### src/rtl/change_dispenser.sv
// change_dispenser
//   Coin-return end of the vending machine change path. Accepts a change
//   amount and pays it out one coin at a time, largest denomination first,
//   using only denominations that are in stock. Each coin is offered to the
//   coin ejector over a valid/ack handshake. Inserted coins are counted back
//   into stock through refill strobes.
//
// Ports
//   clk          rising-edge clock
//   reset        asynchronous, active-high reset
//   i_start      one-cycle request to dispense i_amount (honoured in IDLE)
//   i_amount     change to return, sampled with i_start
//   i_coin_ack   ejector accepted the offered coin
//   i_refill     bit k pulses once per inserted coin of denomination k
//   o_busy       high whenever a request is in progress
//   o_coin       one-hot denomination offered (0 when no offer)
//   o_coin_valid a coin offer is pending
//   o_done       one-cycle pulse when a request completes
//   o_remainder  amount that could not be paid out
//   o_stock      stock counters {stock2, stock1, stock0}
module change_dispenser #(
  parameter int TOTAL_BITS = 31,
  parameter int STOCK_BITS = 8,
  parameter int COIN0_VAL  = 100,
  parameter int COIN1_VAL  = 500,
  parameter int COIN2_VAL  = 1000,
  parameter int INIT_STOCK = 10
) (
  input  logic                    clk,
  input  logic                    reset,
  input  logic                    i_start,
  input  logic [TOTAL_BITS-1:0]   i_amount,
  input  logic                    i_coin_ack,
  input  logic [2:0]              i_refill,
  output logic                    o_busy,
  output logic [2:0]              o_coin,
  output logic                    o_coin_valid,
  output logic                    o_done,
  output logic [TOTAL_BITS-1:0]   o_remainder,
  output logic [3*STOCK_BITS-1:0] o_stock
);

  localparam logic [TOTAL_BITS-1:0] C0 = TOTAL_BITS'(COIN0_VAL);
  localparam logic [TOTAL_BITS-1:0] C1 = TOTAL_BITS'(COIN1_VAL);
  localparam logic [TOTAL_BITS-1:0] C2 = TOTAL_BITS'(COIN2_VAL);
  localparam logic [STOCK_BITS-1:0] STOCK_MAX  = {STOCK_BITS{1'b1}};
  localparam logic [STOCK_BITS-1:0] STOCK_INIT = STOCK_BITS'(INIT_STOCK);

  typedef enum logic [1:0] {IDLE, SELECT, OFFER, DONE} state_t;

  state_t                          state, state_nxt;
  logic [TOTAL_BITS-1:0]           remaining, remaining_nxt;
  logic [TOTAL_BITS-1:0]           remainder, remainder_nxt;
  logic [2:0]                      coin_sel, coin_sel_nxt;
  logic [2:0]                      pick;
  logic [2:0][STOCK_BITS-1:0]      stock;
  logic                            ack_fire;

  // Greedy choice: largest denomination that fits and is in stock.
  function automatic logic [2:0] pick_coin(
    input logic [TOTAL_BITS-1:0]      amt,
    input logic [2:0][STOCK_BITS-1:0] stk
  );
    if (C2 <= amt && stk[2] != '0) return 3'b100;
    if (C1 <= amt && stk[1] != '0) return 3'b010;
    if (C0 <= amt && stk[0] != '0) return 3'b001;
    return 3'b000;
  endfunction

  function automatic logic [TOTAL_BITS-1:0] coin_value(input logic [2:0] sel);
    case (sel)
      3'b100:  return C2;
      3'b010:  return C1;
      3'b001:  return C0;
      default: return '0;
    endcase
  endfunction

  // Saturating refill; a refill and a dispense in the same cycle cancel.
  function automatic logic [STOCK_BITS-1:0] stock_next(
    input logic [STOCK_BITS-1:0] cur,
    input logic                  inc,
    input logic                  dec
  );
    if (inc && !dec) return (cur == STOCK_MAX) ? cur : cur + 1'b1;
    if (dec && !inc) return cur - 1'b1;
    return cur;
  endfunction

  assign pick     = pick_coin(remaining, stock);
  assign ack_fire = (state == OFFER) && i_coin_ack;

  always_comb begin
    state_nxt     = state;
    remaining_nxt = remaining;
    remainder_nxt = remainder;
    coin_sel_nxt  = coin_sel;
    case (state)
      IDLE: begin
        if (i_start) begin
          remainder_nxt = '0;
          if (i_amount != '0) begin
            remaining_nxt = i_amount;
            state_nxt     = SELECT;
          end else begin
            state_nxt     = DONE;
          end
        end
      end
      SELECT: begin
        if (pick != 3'b000) begin
          coin_sel_nxt = pick;
          state_nxt    = OFFER;
        end else begin
          remainder_nxt = remaining;
          state_nxt     = DONE;
        end
      end
      OFFER: begin
        // SELECT only offers coins that fit, so this cannot underflow.
        if (i_coin_ack) begin
          remaining_nxt = remaining - coin_value(coin_sel);
          state_nxt     = SELECT;
        end
      end
      DONE: state_nxt = IDLE;
      default: state_nxt = IDLE;
    endcase
  end

  always_ff @(posedge clk or posedge reset) begin
    if (reset) begin
      state     <= IDLE;
      remaining <= '0;
      remainder <= '0;
      coin_sel  <= '0;
    end else begin
      state     <= state_nxt;
      remaining <= remaining_nxt;
      remainder <= remainder_nxt;
      coin_sel  <= coin_sel_nxt;
    end
  end

  always_ff @(posedge clk or posedge reset) begin
    if (reset) begin
      for (int k = 0; k < 3; k++) stock[k] <= STOCK_INIT;
    end else begin
      for (int k = 0; k < 3; k++)
        stock[k] <= stock_next(stock[k], i_refill[k], ack_fire && coin_sel[k]);
    end
  end

  assign o_busy       = (state != IDLE);
  assign o_coin_valid = (state == OFFER);
  assign o_coin       = (state == OFFER) ? coin_sel : 3'b000;
  assign o_done       = (state == DONE);
  assign o_remainder  = remainder;
  assign o_stock      = stock;

endmodule

### config.mk
export PLATFORM = sky130hd
export DESIGN_NAME = change_dispenser
export DESIGN_NICKNAME = d
export VERILOG_FILES = /design/src/rtl/change_dispenser.sv
export SDC_FILE = /design/constraint.sdc
export NUM_CORES = 1
export LEC_CHECK = 0
export BUFFER_PORTS_ARGS = -buffer_cell sky130_fd_sc_hd__buf_2
export CAP_MARGIN = 10
export CORE_ASPECT_RATIO = 0.75
export CORE_MARGIN = 5
export CORE_UTILIZATION = 40
export DETAILED_ROUTE_END_ITERATION = 10
export PLACE_DENSITY = 0.7
export SYNTH_ARGS = -nofsm -noshare
export SYNTH_HDL_FRONTEND = slang
export SYNTH_SLANG_ARGS = --single-unit
### constraint.sdc
create_clock -name clk -period 3.3 [get_ports clk]
set_clock_uncertainty 0.1 [all_clocks]
set_input_delay 0.33 -clock clk [delete_from_list [all_inputs] [get_ports clk]]
set_output_delay 0.33 -clock clk [all_outputs]
set_load 0.005 [all_outputs]
==> metrics.md, run 1 <==
| Metric | Value |
|---|---|
| Via density | `about 5.6` |
| GPL Wtd Cong | `a little over 0.9` |
| Seq/Total Area, Yosys | `40.28%` |
| Max-cap violations | `0` |
| Syn. warnings | `0` |
| Final Core Density | `48.76%` |
| Global-route wire length before repair | `25.79 mm` |
| Family with the most delay on the worst path | `compound AO/OA/AOI/OAI gates` |
| Area fraction of the dominant cell type after synthesis | `a little under two fifths` |
| TritonCTS buffer count | `9` |
| PortBufs | `98` |
| Crit-path cells | `or3b_2 > and2_1 > ha_1 > a21o_1 > a2111oi_1 > a21boi_2 > nor3_1 > buf_4 > mux2i_1 > a21oi_1` |
| HPWL after DPL | `11.55 mm` |
| Filler Cell Count | `1334` |
| Core Region | `13800 µm²` |
| Antenna diode count | `0` |
| H-tree Lvls | `3` |
| Final Hold Vio Count | `0` |
| Cell count along the critical path | `10` |
| Nets | `804` |
| Initial antenna violation count | `0` |
| Worst vdd ir | `0.4671 mV` |
| Avg Cell Area, Syn | `8.848 µm²` |
| Hold depth | `2` |
| Area growth syn-to-layout | `18.60%` |
| R2R depth | `10` |
| Die H | `113.1 µm` |
| Dpl cells | `904` |
| Initial core utilization | `41.11%` |
| Post-synth cell types | `61` |
| Drt initial violations | `454` |
| Final setup viols | `0` |
| Top cell type by total area after synthesis | `dfrtp_1` |
| Proportion of layout cells with a drive suffix above 1 | `between 20% and 30%` |
| GRT Overall Usage | `about a fifth` |
| Most used flip-flop cell after synthesis | `dfrtp_1` |
| Die Width | `147.5 µm` |
| LEAKAGE | `3.091 nW` |
| Num rows | `37` |
| CTS tree | `yes` |
| Total vias in the final route | `5181` |
| Post-route insts no fill | `922` |
| Synth area leaders | `dfrtp_1, mux2i_1, ha_1` |
| Crit path max fanout | `10` |
| Cell Area, Synth | `~5700 µm²` |
| EDFF count, synth | `0` |
| Hold WC Path Type | `input port to flip-flop` |
| Vias in the first global route | `4851` |
| DRC Markers | `0` |
| Post-Route WL | `15.62 mm` |
| Multi-input gate area | `3039 µm²` |
| Synth async-reset ratio | `100.0%` |
| Post-route ant nets | `0` |
| Maximum root-to-sink buffer count | `2` |
| Measured slew at the worst slew-check pin | `0.6244 ns` |
| Achievable Freq | `0.3130 GHz` |
| Rel. slew slack | `between 50 and 60%` |
| Synthesized flop and latch total | `between 90 and 100` |
| CP peak stage delay | `0.48 ns` |
| Syn Nets | `approximately 700` |
| Most instantiated cells after synthesis | `dfrtp_1, nand2_1, inv_1, nor2_1, mux2i_1` |
| Max-slew violations | `0` |
| Total power draw | `5.897 mW` |
| Die area | `16690 µm²` |
| Clock sink count | `91` |
| Min cycle time layout | `3.195 ns` |
| Status | `finished clean` |
| Largest net degree at the start of global routing | `39` |
| Clk Latency, worst-skew pair | `0.35 ns` |
| Pwr dens | `876.8 nW/µm²` |
| CP Buf/Inv Count | `1` |
| # IOs | `99` |
| Worst setup path category | `flip-flop to flip-flop` |
| Grt total ovfl | `0` |
| Worst EP arrival | `3.33 ns` |
| CP endpoint kind | `flip-flop` |
| Most common cell in the netlist | `dfrtp_1` |
| Fin crit share | `96.80%` |
| CP startpoint kind | `flip-flop` |
| CP required | `3.44 ns` |
| Initial DRT Pass Iterations | `5` |
| Clk root buf | `clkbuf_16` |
| Wirelength per Cell | `around 17 µm` |
| Clock slew at reported path FFs | `0.07 ns` |
| Slowest CP cell | `or3b_2` |
| Register area | `2285 µm²` |
| Synth Instances | `roughly 640` |
## layout by cell type, fill, tap and decap left out, types with 8 or more instances in the layout
cell type  count
o31ai_1        8
nor2_1        49
and3_1         8
a21oi_1       35
clkbuf_16      9
a211oi_1      11
o21ai_0       22
inv_1         54
buf_4         17
ha_1          23
nor4_1        17
nand3_1       18
nand2_1       73
o22ai_1       18
mux2i_1       37
dfrtp_1       85
buf_2         98
xnor2_1       12
nand4_1       10
xor2_1        12
nor3_1        24
## power by group
| part | switching [mW] | total (mW) | internal (mW) |
|---|---|---|---|
| Combinational | 1.64 | 2.80 | 1.15 |
| Clock | 0.498 | 1.03 | 0.530 |
| Sequential | 0.567 | 2.07 | 1.50 |
| Total | 2.71 | 5.90 | 3.19 |
## per-layer routing
| layer | global-route usage [%] | wire [µm] |
|---|---|---|
| met1 | 28.94 | 7585 |
| met4 | 3.104 | 114 |
| met5 | 0 | 0 |
| met2 | 26.99 | 6583 |
| met3 | 5.284 | 1333 |
## kinds of logic (layout without fill, tap and decap cells)
kind of cell	after synthesis	after routing	synth area share, %
buffers and inverters	85	191	6.486
AND/OR/NAND/NOR	238	238	20.85
multiplexers	40	40	7.126
adder cells (fa/ha/maj)	24	24	5.427
AO/OA/AOI/OAI	139	139	16.13
flip-flops	91	91	40.28
XOR/XNOR	24	24	3.706
## repair_timing
action	in CTS	in global routing
setup endpoints to repair	0	8
resized for setup	0	4
hold buffers	1	0
buffers inserted	0	0
endpoints found under the hold margin	22	0
## stage by stage
stage | cell area, µm² | setup WS, ns | hold slack (ns) | TNS (ns)
after detailed placement | 6396 | 0.1488 | 0.3221 | 0
after floorplan | 5672 | 0.1552 | 0.3634 | 0
after global routing | 6726 | -0.01617 | 0.1332 | -0.01617
after global placement | 6396 | 0.1910 | 0.3162 | 0
after CTS | 6695 | 0.1320 | 0.1320 | 0
final | 6726 | 0.1055 | 0.1332 | 0
## final timing paths
| check | slack [ns] | from | endpoint |
|---|---|---|---|
| worst max-delay path | 0.11 | coin_sel[1] | remaining[15] |
| min in group asynchronous | 0.47 | reset | o_stock[8] |
| worst min-delay path | 0.13 | i_amount[0] | remaining[0] |
| max in group asynchronous | 1.89 | reset | o_remainder[2] |
| worst max register to register | 0.11 | coin_sel[1] | remaining[15] |
| worst min register to register | 0.41 | remaining[1] | remaining[1] |
## layout make-up
cell class / instances / area share (%)
Clock inverter: 7 / 0.9487
Multi-Input combinational cell: 465 / 45.18
Clock buffer: 9 / 3.348
Tap cell: 175 / 3.255
Inverter: 56 / 3.144
Sequential cell: 91 / 33.97
Timing Repair Buffer: 119 / 10.16
## sequential cells by signal, summed over array words and instances (netlist names)
signal	flops
coin_sel	3
remaining	31
o_stock	24
o_remainder	31
state	2
(Power assumes the default switching activity.)
==> run 2, diff against run 1 <==
- CORE_UTILIZATION: 40 -> 51
- PLACE_DENSITY: 0.7 -> 0.84
==> run 2 against run 1 <==
  * Die area shrank 20%
  * Clock power barely moved
  * Wire length barely moved
  * Critical path type unchanged
  * Highest routed layer unchanged
==> metrics.md, run 2 (synthesis results as in run 1) <==
| Metric | Value |
|---|---|
| Status | `finished clean` |
| Area growth syn-to-layout | `17.16%` |
| Die H | `101.3 µm` |
| PortBufs | `between 90 and 100` |
| Via density | `6.127` |
| CTS Hold Bufs | `0` |
| Rel. slew slack | `30.05%` |
| Placed Area | `6314 µm²` |
| Worst EP arrival | `roughly 3.3 ns` |
| Post-route ant nets | `0` |
| Nets | `801` |
| Total power draw | `5.996 mW` |
| CP peak stage delay | `about 0.5 ns` |
| Clk root buf | `clkbuf_16` |
| H-tree Lvls | `3` |
| Antenna diode count | `0` |
| Initial core utilization | `52.03%` |
| Worst setup path category | `flip-flop to flip-flop` |
| Final setup viols | `0` |
| Critical R2R Launch | `coin_sel[0]` |
| P_sw | `2.717 mW` |
| CTS tree | `yes` |
| Die Width | `131.8 µm` |
| Largest net degree at the start of global routing | `47` |
| Hold WC Path Type | `input port to async pin` |
| GPL Wtd Cong | `0.9750` |
| Maximum root-to-sink buffer count | `2` |
| Clock sink count | `91` |
| CP required | `3.42 ns` |
| Worst vdd ir | `0.4577 mV` |
| Num rows | `33` |
| R2R depth | `10` |
| Min cycle time layout | `3.188 ns` |
| Wirelength per Cell | `17.67 µm` |
| DRC Markers | `0` |
| Slowest CP cell | `or3b_2` |
| Initial antenna violation count | `0` |
| Reg2Reg Setup Slack | `0.11 ns` |
| Final setup TNS | `0 ns` |
| Max-cap violations | `0` |
| Fin crit share | `96.61%` |
| Grt total ovfl | `0` |
| GRT Overall Usage | `23.29%` |
| Clock slew at reported path FFs | `0.07 ns` |
| Vias in the first global route | `5147` |
| Sw Ratio | `45.31%` |
| Unrepaired setup endpoints after global routing | `no` |
| Crit-path cells | `or3b_2 > and2_1 > ha_1 > a21o_1 > a2111oi_2 > a21boi_2 > buf_4 > nor4_1 > mux2i_1 > a21oi_1` |
| Total vias in the final route | `approximately 5400` |
| Final Hold Vio Count | `0` |
| Die area | `13350 µm²` |
| LEAKAGE | `3.079 nW` |
| Max-slew violations | `0` |
| CP startpoint kind | `flip-flop` |
| # IOs | `99` |
| Worst reg2reg endpoint | `remaining[13]` |
| Highest-count cells in the layout ignoring fill and taps | `buf_2, dfrtp_1, nand2_1` |
| Drt initial violations | `583` |
| Share of power burned in registers | `34.7%` |
| Critical path origin | `coin_sel[0]` |
| TritonCTS buffer count | `9` |
| Clk Latency, worst-skew pair | `0.35 ns` |
| Measured slew at the worst slew-check pin | `1.049 ns` |
| Core Region | `roughly 11000 µm²` |
| Final Core Density | `a little over 60%` |
| CP endpoint kind | `flip-flop` |
| Clk pwr share | `17.5%` |
| Cell Int Power | `about 3.3 mW` |
| Pwr dens | `902.4 nW/µm²` |
| Initial DRT Pass Iterations | `6` |
| HPWL after DPL | `11.57 mm` |
| Proportion of layout cells with a drive suffix above 1 | `20.56%` |
| Design Area, Final | `roughly 6600 µm²` |
| Combinational share of power | `47.8%` |
| Global-route wire length before repair | `25.58 mm` |
| Crit path max fanout | `6` |
| Achievable Freq | `0.3137 GHz` |
| Post-Route WL | `15.62 mm` |
| Commonest non-fill, non-tap cell in the layout | `buf_2` |
[run 2: power groups by stage]
stage	logic [mW]	clock network, mW	registers, mW
2_1_floorplan	2.04	0	1.87
3_3_place_gp	2.58	0	2.04
3_5_place_dp	2.68	0	2.07
4_1_cts	2.72	1.07	2.05
5_1_grt	3.18	1.12	2.14
6_report	2.87	1.05	2.08
[run 2: cell type report]
class,instances,area [µm²]
fill,934,4255
timing repair buffer,116,638.1
multi-input combinational,465,3034
inverter,56,211.5
tap,140,175.2
clock inverter,6,72.57
sequential,91,2285
clock buffer,10,229.0
[run 2: worst max path at each step]
| stage | endpoint | slack (ns) | depth (start not counted) |
|---|---|---|---|
| 5_1_grt | remaining[13] | 0.02 | 10 |
| 4_1_cts | remaining[19] | 0.03 | 10 |
| 2_1_floorplan | remaining[15] | 0.16 | 9 |
| 3_3_place_gp | remaining[15] | 0.17 | 10 |
| 6_report | remaining[13] | 0.11 | 10 |
| 3_5_place_dp | remaining[15] | 0.1 | 10 |
[run 2: through the flow]
step | hold WS, ns | setup slack [ns] | std cells
after floorplan | 0.3634 | 0.1552 | 641
after global routing | 0.08178 | 0.01743 | 884
after CTS | 0.03422 | 0.02819 | 882
after detailed placement | 0.3994 | 0.09692 | 866
after global placement | 0.3871 | 0.1694 | 866
final | 0.01675 | 0.1119 | 884
[run 2: what timing repair did]
| action | in CTS | in global routing |
|---|---|---|
| buffers inserted | 0 | 2 |
| gates resized for setup | 0 | 4 |
| setup endpoints to repair | 0 | 10 |
[run 2: worst max-delay path, delay by kind of cell (launching register included)]
family	cells	cell delay, ns
flops	1	0.43
simple gates	3	0.95
fa+ha+maj	1	0.34
compound gates	4	0.84
mux	1	0.22
buf+inv	1	0.19
[run 2: metal layers]
layer	vias to the layer above	global-route usage (%)	share of wire [%]
met5	-	0	0
met4	0	6.640	2.1
met3	34	6.753	11
met2	325	37.09	45
met1	2563	31.41	42
li1	2494	-	-
==> run 3, diff against run 2 <==
- SETUP_SLACK_MARGIN: not set -> 0.3
==> run 3 against run 2 <==
  * First-iteration DRC count increased by 25%
  * Clock power decreased by 7%
  * Global-route usage increased by 0.91 points
  * Worst hold slack improved by 0.017 ns
  * Maximum frequency increased by 7.1%
  * Sequential cell count unchanged
  * Via count increased by 4.2%
  * Die area unchanged
  * Setup slack improved by 0.21 ns
  * Non-clock buffer count increased by 24
  * Utilization increased by 3.4 points
  * Final area increased by 5.6%
  * Critical endpoint is now remaining[29]
==> metrics.md, run 3 (synthesis results as in run 1) <==
| Metric | Value |
|---|---|
| Status | `finished clean` |
| GPL Wtd Cong | `0.9857` |
| Pwr dens | `902.4 nW/µm²` |
| Highest-count cells in the layout ignoring fill and taps | `buf_2, dfrtp_1, nand2_1` |
| Clk pwr share | `between 10% and 20%` |
| Post-route ant nets | `0` |
| Placed Area | `6342 µm²` |
| Achievable Freq | `0.3359 GHz` |
| TritonCTS buffer count | `9` |
| CP required | `3.44 ns` |
| Proportion of layout cells with a drive suffix above 1 | `between 20% and 30%` |
| Initial antenna violation count | `0` |
| Unrepaired setup endpoints after global routing | `no` |
| CP endpoint kind | `flip-flop` |
| Worst EP arrival | `3.11 ns` |
| Multi-input gate area | `3146 µm²` |
| CP startpoint kind | `flip-flop` |
| Cell Int Power | `3.388 mW` |
| Share of power burned in registers | `32.8%` |
| Final Hold Vio Count | `0` |
| Initial core utilization | `52.03%` |
| Design Area, Final | `between 7000 and 8000 µm²` |
| Measured slew at the worst slew-check pin | `1.274 ns` |
| Max-cap violations | `0` |
| Worst vdd ir | `0.4770 mV` |
| Vias in the first global route | `5250` |
| H-tree Lvls | `3` |
| Max-slew violations | `0` |
| Total vias in the final route | `5641` |
| CTS tree | `yes` |
| HPWL after DPL | `between 10 and 15 mm` |
| Clk Latency, worst-skew pair | `0.35 ns` |
| Filler Cell Count | `865` |
| PortBufs | `98` |
| Initial DRT Pass Iterations | `6` |
| Sw Ratio | `46.49%` |
| Crit path max fanout | `5` |
| Final setup TNS | `0 ns` |
| Fin crit share | `90.21%` |
| P_sw | `2.944 mW` |
| Antenna diode count | `0` |
| Combinational share of power | `51.7%` |
| Area growth syn-to-layout | `23.71%` |
| Rel. slew slack | `15.06%` |
| GRT Overall Usage | `between 20% and 30%` |
| Commonest non-fill, non-tap cell in the layout | `buf_2` |
| Worst setup path category | `flip-flop to flip-flop` |
| Post-Route WL | `17.22 mm` |
| Die Width | `131.8 µm` |
| Critical path origin | `coin_sel[0]` |
| Nets | `825` |
| Die area | `approximately 13000 µm²` |
| Grt total ovfl | `0` |
| Via density | `6.213` |
| Drt initial violations | `730` |
| LEAKAGE | `3.246 nW` |
| Hold WC Path Type | `input port to async pin` |
| Die H | `101.3 µm` |
| DRC Markers | `0` |
| Register area | `2286 µm²` |
| Min cycle time layout | `about 3.0 ns` |
| Global-route wire length before repair | `26.38 mm` |
| CTS Hold Bufs | `0` |
| Largest net degree at the start of global routing | `50` |
| Clk root buf | `clkbuf_16` |
| Wirelength per Cell | `18.96 µm` |
| Clock sink count | `91` |
| # IOs | `a little under 100` |
| Num rows | `33` |
| Maximum root-to-sink buffer count | `2` |
| Clock slew at reported path FFs | `0.07 ns` |
| Critical R2R Launch | `coin_sel[0]` |
| Core Region | `approximately 11000 µm²` |
| Final setup viols | `0` |
==> run 3: repair_timing <==
action                                 in CTS  in global routing
setup buffers                              11                 11
cloned                                      2                  1
endpoints found under the hold margin       0                  0
pin swaps                                   6                  8
gates resized for setup                    12                 18
setup endpoints to repair                  44                 49
==> run 3: worst paths after layout <==
check                            endpoint  slack, ns  cells past startpoint
max reg2reg                 remaining[29]       0.32                     11
max                         remaining[29]       0.32                     11
min reg2reg                o_remainder[3]       0.42                      2
min in group clk             remaining[0]       0.14                      2
min                           o_stock[13]       0.03                      2
max in group asynchronous      o_stock[3]       2.30                      3
==> run 3: per-layer routing <==
layer	vias to the layer above	wire length [µm]	GRT usage, %
li1	2552	-	-
met1	2631	7063	32.20
met2	390	7644	38.10
met3	68	1966	7.994
met4	0	546	7.273
met5	-	0	0
==> run 3: cell type report <==
cell class	count	area share, %
clock buffer	10	3.263
clock inverter	6	0.6954
inverter	56	3.014
multi-input combinational	465	44.83
sequential	91	32.58
tap	140	2.496
timing repair buffer	140	13.12
==> run 3: worst max-delay path, cell delays in order (launching register included) <==
cell       delay [ns]
dfrtp_1          0.38
buf_4            0.16
xnor2_1          0.18
nor2_2           0.07
nor2_2           0.11
ha_2             0.32
a21o_1           0.25
a2111oi_4        0.42
a21boi_4         0.14
nor4_1           0.39
o21ai_0          0.15
o2bb2ai_1        0.20
==> run 3: power groups by stage <==
stage                     Clock (mW)  Sequential (mW)  Combinational (mW)
final                          0.980             2.08                3.28
after global routing            1.04             2.14                3.52
after CTS                      0.992             2.04                2.96
after detailed placement           0             2.08                2.72
after global placement             0             2.06                2.59
after floorplan                    0             1.87                2.04
==> run 3: stage by stage <==
stage                     total power [mW]  util [%]  setup slack, ns  hold slack (ns)  cells
after floorplan                      3.914         -           0.3208           0.3634    641
after global placement               4.651     58.18           0.2365           0.3872    867
after detailed placement             4.804     58.18           0.1661           0.4062    867
after CTS                            5.985     62.64           0.2600          0.07781    896
after global routing                 6.698     64.37           0.2666           0.1159    908
final                                6.332     64.37           0.3231          0.03411    908
